**src/rtl/ps2_pkg.sv**
```systemverilog
// Shared scan-code constants, frame states and the key map for the PS/2 keyboard path.
package ps2_pkg;

  // Set-2 scan codes the game cares about
  localparam logic [7:0] SC_EXT   = 8'hE0;
  localparam logic [7:0] SC_BRK   = 8'hF0;
  localparam logic [7:0] SC_UP    = 8'h75;
  localparam logic [7:0] SC_DOWN  = 8'h72;
  localparam logic [7:0] SC_LEFT  = 8'h6B;
  localparam logic [7:0] SC_RIGHT = 8'h74;
  localparam logic [7:0] SC_ENTER = 8'h5A;
  localparam logic [7:0] SC_BOMB  = 8'h22;
  localparam logic [7:0] SC_SHOOT = 8'h1A;

  // Bit positions of each key inside the held-key vector
  localparam int K_UP     = 0;
  localparam int K_DOWN   = 1;
  localparam int K_LEFT   = 2;
  localparam int K_RIGHT  = 3;
  localparam int K_SHOOT  = 4;
  localparam int K_ENTER  = 5;
  localparam int K_BOMB   = 6;
  localparam int NUM_KEYS = 7;

  typedef enum logic [1:0] {IDLE, DATA, PARITY, STOP} frame_state_t;

  // One-hot mask of the key addressed by (ext, code); arrows only exist with the E0 prefix,
  // so the keypad codes without it fall through to zero.
  function automatic logic [NUM_KEYS-1:0] key_mask(input logic ext, input logic [7:0] code);
    key_mask = '0;
    if (ext) begin
      case (code)
        SC_UP:    key_mask[K_UP]    = 1'b1;
        SC_DOWN:  key_mask[K_DOWN]  = 1'b1;
        SC_LEFT:  key_mask[K_LEFT]  = 1'b1;
        SC_RIGHT: key_mask[K_RIGHT] = 1'b1;
        default:  key_mask = '0;
      endcase
    end else begin
      case (code)
        SC_SHOOT: key_mask[K_SHOOT] = 1'b1;
        SC_ENTER: key_mask[K_ENTER] = 1'b1;
        SC_BOMB:  key_mask[K_BOMB]  = 1'b1;
        default:  key_mask = '0;
      endcase
    end
  endfunction

endpackage

```
**src/rtl/ps2_keyboard_if.sv**
```systemverilog
// Control and scan-code outputs from the keyboard decoder towards the game logic.
interface ps2_keyboard_if;
  logic       ctrl_up;
  logic       ctrl_down;
  logic       ctrl_left;
  logic       ctrl_right;
  logic       shooting;
  logic       enter;
  logic       bomb;
  logic [7:0] scan_code;
  logic       scan_valid;
  logic       frame_err;

  modport master (output ctrl_up, ctrl_down, ctrl_left, ctrl_right, shooting,
                         enter, bomb, scan_code, scan_valid, frame_err);
  modport slave  (input  ctrl_up, ctrl_down, ctrl_left, ctrl_right, shooting,
                         enter, bomb, scan_code, scan_valid, frame_err);
endinterface

```
**src/rtl/ps2_rx_frame.sv**
```systemverilog
// PS/2 device-to-host byte receiver: synchronisers, clock glitch filter, 11-bit frame FSM
// with odd-parity check and a mid-frame inactivity timeout.
module ps2_rx_frame
  import ps2_pkg::*;
#(
  parameter int FILTER_LEN     = 8,
  parameter int TIMEOUT_CYCLES = 200000
) (
  input  logic       clk,
  input  logic       rstn,
  input  logic       ps2_clk,
  input  logic       ps2_data,
  output logic [7:0] rx_byte,
  output logic       rx_valid,
  output logic       rx_err
);

  localparam int             FW       = $clog2(FILTER_LEN) + 1;
  localparam logic [FW-1:0]  FILT_MAX = FW'(FILTER_LEN - 1);
  localparam logic [17:0]    TO_MAX   = 18'(TIMEOUT_CYCLES);

  logic          clk_meta, clk_sync, dat_meta, dat_sync;
  logic          filt_clk;
  logic [FW-1:0] filt_cnt;
  logic          strobe;
  frame_state_t  state_q, state_d;
  logic [7:0]    shift_q;
  logic [3:0]    bit_cnt;
  logic          parity_q;
  logic [17:0]   to_cnt;
  logic          byte_good, byte_bad;

  // Two-flop synchronisers; idle PS/2 lines are high so they reset to 1
  always_ff @(posedge clk or negedge rstn) begin
    if (!rstn) begin
      clk_meta <= 1'b1;
      clk_sync <= 1'b1;
      dat_meta <= 1'b1;
      dat_sync <= 1'b1;
    end else begin
      clk_meta <= ps2_clk;
      clk_sync <= clk_meta;
      dat_meta <= ps2_data;
      dat_sync <= dat_meta;
    end
  end

  // Filtered clock follows the synchronised clock only after FILTER_LEN differing samples in a row
  always_ff @(posedge clk or negedge rstn) begin
    if (!rstn) begin
      filt_clk <= 1'b1;
      filt_cnt <= '0;
    end else if (clk_sync == filt_clk) begin
      filt_cnt <= '0;
    end else if (filt_cnt == FILT_MAX) begin
      filt_clk <= clk_sync;
      filt_cnt <= '0;
    end else begin
      filt_cnt <= filt_cnt + 1'b1;
    end
  end

  assign strobe = filt_clk & ~clk_sync & (filt_cnt == FILT_MAX);

  // Frame state register
  always_ff @(posedge clk or negedge rstn) begin
    if (!rstn) state_q <= IDLE;
    else       state_q <= state_d;
  end

  // Next frame state plus good/bad byte decisions; timeout takes priority over any strobe
  always_comb begin
    state_d   = state_q;
    byte_good = 1'b0;
    byte_bad  = 1'b0;
    if (state_q != IDLE && to_cnt == TO_MAX) begin
      state_d  = IDLE;
      byte_bad = 1'b1;
    end else if (strobe) begin
      unique case (state_q)
        IDLE: begin
          if (dat_sync) byte_bad = 1'b1;
          else          state_d  = DATA;
        end
        DATA: begin
          if (bit_cnt == 4'd7) state_d = PARITY;
        end
        PARITY: state_d = STOP;
        STOP: begin
          state_d = IDLE;
          if (dat_sync && (^{shift_q, parity_q})) byte_good = 1'b1;
          else                                    byte_bad  = 1'b1;
        end
        default: state_d = IDLE;
      endcase
    end
  end

  // Shift register, bit counter, parity capture and saturating inactivity counter
  always_ff @(posedge clk or negedge rstn) begin
    if (!rstn) begin
      shift_q  <= '0;
      bit_cnt  <= '0;
      parity_q <= 1'b0;
      to_cnt   <= '0;
    end else begin
      if (strobe || state_q == IDLE) to_cnt <= '0;
      else if (to_cnt != TO_MAX)     to_cnt <= to_cnt + 18'd1;
      if (strobe) begin
        case (state_q)
          IDLE: bit_cnt <= '0;
          DATA: begin
            shift_q <= {dat_sync, shift_q[7:1]};
            bit_cnt <= bit_cnt + 4'd1;
          end
          PARITY:  parity_q <= dat_sync;
          default: parity_q <= parity_q;
        endcase
      end
    end
  end

  // Registered byte/valid/error results, one clk after the deciding strobe
  always_ff @(posedge clk or negedge rstn) begin
    if (!rstn) begin
      rx_byte  <= '0;
      rx_valid <= 1'b0;
      rx_err   <= 1'b0;
    end else begin
      rx_valid <= byte_good;
      rx_err   <= byte_bad;
      if (byte_good) rx_byte <= shift_q;
    end
  end

endmodule

```
**src/rtl/ps2_keyboard.sv**
```systemverilog
// PS/2 keyboard front end: receives set-2 bytes and turns make/break codes into held
// control levels and fresh-press pulses for the game.
module ps2_keyboard
  import ps2_pkg::*;
#(
  parameter int FILTER_LEN     = 8,
  parameter int TIMEOUT_CYCLES = 200000
) (
  input  logic clk,
  input  logic rstn,
  input  logic ps2_clk,
  input  logic ps2_data,
  ps2_keyboard_if.master kb
);

  logic [7:0]          rx_byte;
  logic                rx_valid, rx_err;
  logic                ext_q, ext_d, brk_q, brk_d;
  logic [NUM_KEYS-1:0] held_q, held_d, hit;
  logic                enter_q, enter_d, bomb_q, bomb_d;

  ps2_rx_frame #(
    .FILTER_LEN    (FILTER_LEN),
    .TIMEOUT_CYCLES(TIMEOUT_CYCLES)
  ) u_rx (
    .clk     (clk),
    .rstn    (rstn),
    .ps2_clk (ps2_clk),
    .ps2_data(ps2_data),
    .rx_byte (rx_byte),
    .rx_valid(rx_valid),
    .rx_err  (rx_err)
  );

  // Decode one byte: prefixes set flags, other codes update the held map and clear the flags
  always_comb begin
    ext_d   = ext_q;
    brk_d   = brk_q;
    held_d  = held_q;
    enter_d = 1'b0;
    bomb_d  = 1'b0;
    hit     = '0;
    if (rx_err) begin
      ext_d = 1'b0;
      brk_d = 1'b0;
    end else if (rx_valid) begin
      if (rx_byte == SC_EXT) begin
        ext_d = 1'b1;
      end else if (rx_byte == SC_BRK) begin
        brk_d = 1'b1;
      end else begin
        hit = key_mask(ext_q, rx_byte);
        if (brk_q) begin
          held_d = held_q & ~hit;
        end else begin
          held_d  = held_q | hit;
          enter_d = hit[K_ENTER] & ~held_q[K_ENTER];
          bomb_d  = hit[K_BOMB] & ~held_q[K_BOMB];
        end
        ext_d = 1'b0;
        brk_d = 1'b0;
      end
    end
  end

  // Decoder flags, held keys and press pulses
  always_ff @(posedge clk or negedge rstn) begin
    if (!rstn) begin
      ext_q   <= 1'b0;
      brk_q   <= 1'b0;
      held_q  <= '0;
      enter_q <= 1'b0;
      bomb_q  <= 1'b0;
    end else begin
      ext_q   <= ext_d;
      brk_q   <= brk_d;
      held_q  <= held_d;
      enter_q <= enter_d;
      bomb_q  <= bomb_d;
    end
  end

  assign kb.ctrl_up    = held_q[K_UP];
  assign kb.ctrl_down  = held_q[K_DOWN];
  assign kb.ctrl_left  = held_q[K_LEFT];
  assign kb.ctrl_right = held_q[K_RIGHT];
  assign kb.shooting   = held_q[K_SHOOT];
  assign kb.enter      = enter_q;
  assign kb.bomb       = bomb_q;
  assign kb.scan_code  = rx_byte;
  assign kb.scan_valid = rx_valid;
  assign kb.frame_err  = rx_err;

endmodule

```
**src/flat_wrapper.sv**
```systemverilog
// flat-port wrapper written by rule: the top's interface ports become plain ports
module ps2_keyboard_flat import ps2_pkg::*;
#(
  parameter int FILTER_LEN     = 8,
  parameter int TIMEOUT_CYCLES = 200000
)
  (clk, rstn, ps2_clk, ps2_data, kb_ctrl_up, kb_ctrl_down, kb_ctrl_left, kb_ctrl_right, kb_shooting, kb_enter, kb_bomb, kb_scan_code, kb_scan_valid, kb_frame_err);
  ps2_keyboard_if kb_i ();
  input  logic clk;
  input  logic rstn;
  input  logic ps2_clk;
  input  logic ps2_data;
  output wire logic [$bits(kb_i.ctrl_up)-1:0] kb_ctrl_up;
  output wire logic [$bits(kb_i.ctrl_down)-1:0] kb_ctrl_down;
  output wire logic [$bits(kb_i.ctrl_left)-1:0] kb_ctrl_left;
  output wire logic [$bits(kb_i.ctrl_right)-1:0] kb_ctrl_right;
  output wire logic [$bits(kb_i.shooting)-1:0] kb_shooting;
  output wire logic [$bits(kb_i.enter)-1:0] kb_enter;
  output wire logic [$bits(kb_i.bomb)-1:0] kb_bomb;
  output wire logic [$bits(kb_i.scan_code)-1:0] kb_scan_code;
  output wire logic [$bits(kb_i.scan_valid)-1:0] kb_scan_valid;
  output wire logic [$bits(kb_i.frame_err)-1:0] kb_frame_err;
  assign kb_ctrl_up = kb_i.ctrl_up;
  assign kb_ctrl_down = kb_i.ctrl_down;
  assign kb_ctrl_left = kb_i.ctrl_left;
  assign kb_ctrl_right = kb_i.ctrl_right;
  assign kb_shooting = kb_i.shooting;
  assign kb_enter = kb_i.enter;
  assign kb_bomb = kb_i.bomb;
  assign kb_scan_code = kb_i.scan_code;
  assign kb_scan_valid = kb_i.scan_valid;
  assign kb_frame_err = kb_i.frame_err;
  ps2_keyboard #(.FILTER_LEN(FILTER_LEN), .TIMEOUT_CYCLES(TIMEOUT_CYCLES)) u_core (.clk(clk), .rstn(rstn), .ps2_clk(ps2_clk), .ps2_data(ps2_data), .kb(kb_i));
endmodule
```
**config.mk**
```make
export PLATFORM = sky130hd
export DESIGN_NAME = ps2_keyboard_flat
export DESIGN_NICKNAME = d
export VERILOG_FILES = /design/src/rtl/ps2_pkg.sv /design/src/rtl/ps2_keyboard_if.sv /design/src/rtl/ps2_rx_frame.sv /design/src/rtl/ps2_keyboard.sv /design/src/flat_wrapper.sv
export SDC_FILE = /design/constraint.sdc
export NUM_CORES = 1
export LEC_CHECK = 0
export ABC_AREA = 1
export CAP_MARGIN = 10
export CORE_MARGIN = 1
export CORE_UTILIZATION = 58
export CTS_CLUSTER_DIAMETER = 120
export DETAILED_ROUTE_END_ITERATION = 10
export PLACE_DENSITY = 0.79
export SYNTH_ARGS = -nofsm -noshare
export SYNTH_HDL_FRONTEND = slang
export SYNTH_SLANG_ARGS = --single-unit
```
**constraint.sdc**
```tcl
create_clock -name clk -period 1.7 [get_ports clk]
set_input_delay 0.51 -clock clk [delete_from_list [all_inputs] [get_ports clk]]
set_output_delay 0.51 -clock clk [all_outputs]
set_load 0.1 [all_outputs]
```
==> results.py <==
metrics = {
    "global_routing": {
        "antenna_found_initial": 0,
        "grt_max_degree": 64,
        "grt_remaining_overflow": 0,
        "grt_pass1_wl_um": 9990,
        "grt_pass1_vias": 2370,
        "track_usage_pct": 24.0,
    },
    "pwr": {
        "power.density_nw_per_um2": 791,
        "power_leakage_uw": 0.00185,
        "peakVddDrop_v": 0.000736,
    },
    "layout": {
        "nets": 431,
        "stdcell_area_sq_um": 3950,
        "n_antenna_cell": 0,
        "regArea_sq_um": 1590,
        "post-route-util_pct": 77.3,
        "multi_input_area_sq_um": 1370,
        "drive_above_1_share_pct": 23.7,
        "area_growth_pct": 28.0,
        "fillers": 322,
    },
    "status": {
        "status": "finished clean",
    },
    "setup_path": {
        "crit_fanout": 6,
        "r2r_slack_ns": 0.02,
        "critPathMaxStageDelay_ns": 0.41,
        "criticalPathCategory": "register to register",
        "rr_startpoint": "u_core.u_rx.to_cnt[1]",
        "critPathLaunchType": "register",
        "cp_common_cell": "nand2_2",
        "cp-startpoint": "u_core.u_rx.to_cnt[1]",
        "end_kind": "register",
        "worstPathRequired_ns": 1.93,
        "critical_path_arrival_ns": 1.91,
        "worstRegToRegCells": 12,
        "rr_endpoint": "u_core.u_rx.rx_byte[0]",
        "cp_num_buf_inv": 2,
        "worstSetupPathDepth": 12,
        "cp_top_family": "simple AND/OR/NAND/NOR gates",
        "cpMaxStageDelayCell": "dfrtp_1",
        "crit_end": "u_core.u_rx.rx_byte[0]",
        "path_cells": "inv_1 > ha_2 > nand2_2 > nor2_2 > nand3_1 > nor2_2 > nand3_2 > nand2_2 > nor2_4 > buf_6 > nand2_2 > o21ai_1",
    },
    "routing": {
        "drtIter0Drc": 254,
        "final_antenna_net_count": 0,
        "routed_wl_um": 6290,
        "drtPass1Iterations": 4,
        "wl_per_cell_um": 12.8,
        "viasPerCell": 5.38,
        "dr_total_vias": 2649,
        "drc": 0,
    },
    "synth": {
        "synth_fp_nets": 387,
        "synth_mux_area_share_pct": 0,
        "yosysWarnings": 0,
        "synth_fa_ha_area_share_pct": 4.06,
        "synth-compound-area-share_pct": 10.3,
        "yosysSeqAreaShare_pct": 51.3,
        "synthXorXnorAreaFrac_pct": 2.56,
        "netlist_area_sq_um": 3080,
        "ys_ff_latch": 63,
        "synth_cells": 373,
        "synth_top_family_by_area": "simple AND/OR/NAND/NOR gates",
        "syn_avg_cell_area_sq_um": 8.27,
        "synthSimpleGateAreaFrac_pct": 25.0,
        "synth_cell_types": 28,
    },
    "timing": {
        "period_minus_slack_ns": 1.68,
        "finalHoldViolations": 0,
        "worstMarginPinSlew_ns": 0.454,
        "hold_ws_ns": 0.150,
        "tns_ns": 0,
        "fin_crit_sh_pct": 98.7,
        "relSlewSlack_pct": 69.4,
        "slew_viol_final": 0,
        "rsz0062_at_grt": "true",
        "setup_viol": 0,
        "fmax_ghz": 0.596,
        "fin_skew_ns": 0.00738,
    },
    "cts": {
        "root_buffer": "clkbuf_8",
        "htreeDepth": 3,
        "postCtsHoldBufs": 0,
        "worstSkewPairLatency_ns": 0.35,
        "cts_buffer_depth": 2,
        "cts.sinks": 63,
        "cts_tree": "built",
        "cts.clk_slew.worst_paths_ns": 0.07,
        "cts_buffers": 9,
    },
    "floorplanning": {
        "die-height_um": 74.9,
        "fp.dieArea_sq_um": 5610,
        "io_pins": 21,
        "initial_core_util_pct": 60.4,
        "die_width_um": 74.9,
        "coreArea_sq_um": 5110,
        "rows": 26,
    },
    "placement": {
        "post_dp_cell_area_sq_um": 3580,
        "gp_congestion": 0.833,
        "io_buffer_count": 20,
        "dp_hpwl_um": 4330,
    },
    "job": {
        "max_cap_viol_count": 0,
    },
    "min_path": {
        "hold_class": "input pin to async pin",
    },
}
==> repair_timing <==
| item | CTS | global route |
|---|---|---|
| endpoints found under the setup margin | 4 | 41 |
| endpoints found under the hold margin | 0 | 0 |
| pin swaps | 1 | 6 |
| setup buffers | 3 | 7 |
| resized for setup | 1 | 43 |
==> placed cells by master (no fill, tap or decap), types with 3 or more instances in the layout <==
| cell type | instances |
|---|---|
| nand3_2 | 5 |
| inv_2 | 8 |
| nand4_1 | 11 |
| nand2_1 | 83 |
| dfrtp_2 | 9 |
| o21ai_1 | 3 |
| a21oi_1 | 19 |
| nor2_2 | 8 |
| nand3_1 | 18 |
| buf_4 | 10 |
| buf_6 | 4 |
| buf_12 | 18 |
| xor2_1 | 6 |
| nand2_2 | 6 |
| dfrtp_1 | 49 |
| dfstp_2 | 5 |
| clkbuf_8 | 9 |
| a31oi_1 | 5 |
| xnor2_1 | 3 |
| o21ai_0 | 28 |
| inv_1 | 43 |
| ha_1 | 8 |
| nor2_1 | 31 |
| nor3_1 | 8 |
==> power breakdown <==
group          switching (uW)  internal, uW  leakage, uW
registers                45.5          1560     0.000845
clock network             625           678    0.0000956
logic                     128          84.2     0.000907
total                     798          2330      0.00185
==> cell type report <==
type | instances | area share (%)
clock buffer | 9 | 3.14
clock inverter | 7 | 1.84
inverter | 51 | 4.85
multi-input combinational | 257 | 34.8
sequential | 63 | 40.4
tap | 70 | 2.22
timing repair buffer | 35 | 12.8
==> synthesized netlist by cell type <==
master | instances | share of area, %
o21ai_0 | 32 | 5.2
dfrtp_1 | 58 | 47
nor2_1 | 38 | 4.6
o311ai_0 | 1 | 0.28
nand3_2 | 1 | 0.32
a211oi_1 | 1 | 0.24
nand4_1 | 11 | 2.2
nor2_4 | 1 | 0.37
buf_2 | 1 | 0.16
xnor2_1 | 3 | 0.85
xor2_1 | 6 | 1.7
or2_2 | 1 | 0.20
dfstp_2 | 5 | 4.3
o21ai_2 | 1 | 0.28
a31oi_1 | 5 | 1.0
nor2_2 | 2 | 0.41
nor3b_1 | 1 | 0.24
inv_1 | 51 | 6.2
ha_1 | 10 | 4.1
nand2_2 | 1 | 0.20
o211ai_1 | 1 | 0.24
nand2_1 | 90 | 11
a21oi_1 | 19 | 3.1
nand3_1 | 22 | 3.6
nor3_1 | 8 | 1.3
nand3b_1 | 1 | 0.24
buf_6 | 1 | 0.37
nor3_2 | 1 | 0.32
==> how the worst min path moves through the flow <==
stage | endpoint | slack [ns] | cells after the start
floorplan | async pin | 0.21 | 0
global placement | u_core.u_rx.dat_sync | 0.35 | 0
detailed placement | u_core.u_rx.dat_sync | 0.35 | 0
CTS | u_core.u_rx.to_cnt[15] | 0.18 | 2
global route | u_core.u_rx.filt_cnt[3] | 0.18 | 2
finish | u_core.u_rx.to_cnt[15] | 0.15 | 2
==> cells by family (layout without fill, tap and decap cells) <==
logic type      Yosys count  after routing
simple gates            178            178
flops                    63             63
compound gates           60             60
buf+inv                  53            102
fa+ha+maj                10             10
xor+xnor                  9              9
==> routing by layer <==
layer / routed length [um] / up-vias / track usage [%]
met4: 116 / 0 / 10.7
met2: 3110 / 71 / 40.7
met1: 2840 / 1255 / 30.2
met3: 225 / 14 / 4.42
li1: - / 1309 / -
met5: 0 / - / 0
==> through the flow <==
step	power, uW	worst slack (ns)	cells
CTS	3110	-0.00212	485
global placement	1800	0.0815	466
finish	3120	0.0222	492
floorplan	1740	0.00326	373
detailed placement	1820	-0.0579	466
global route	3250	-0.126	492
Power figures use the tool's default switching activity.
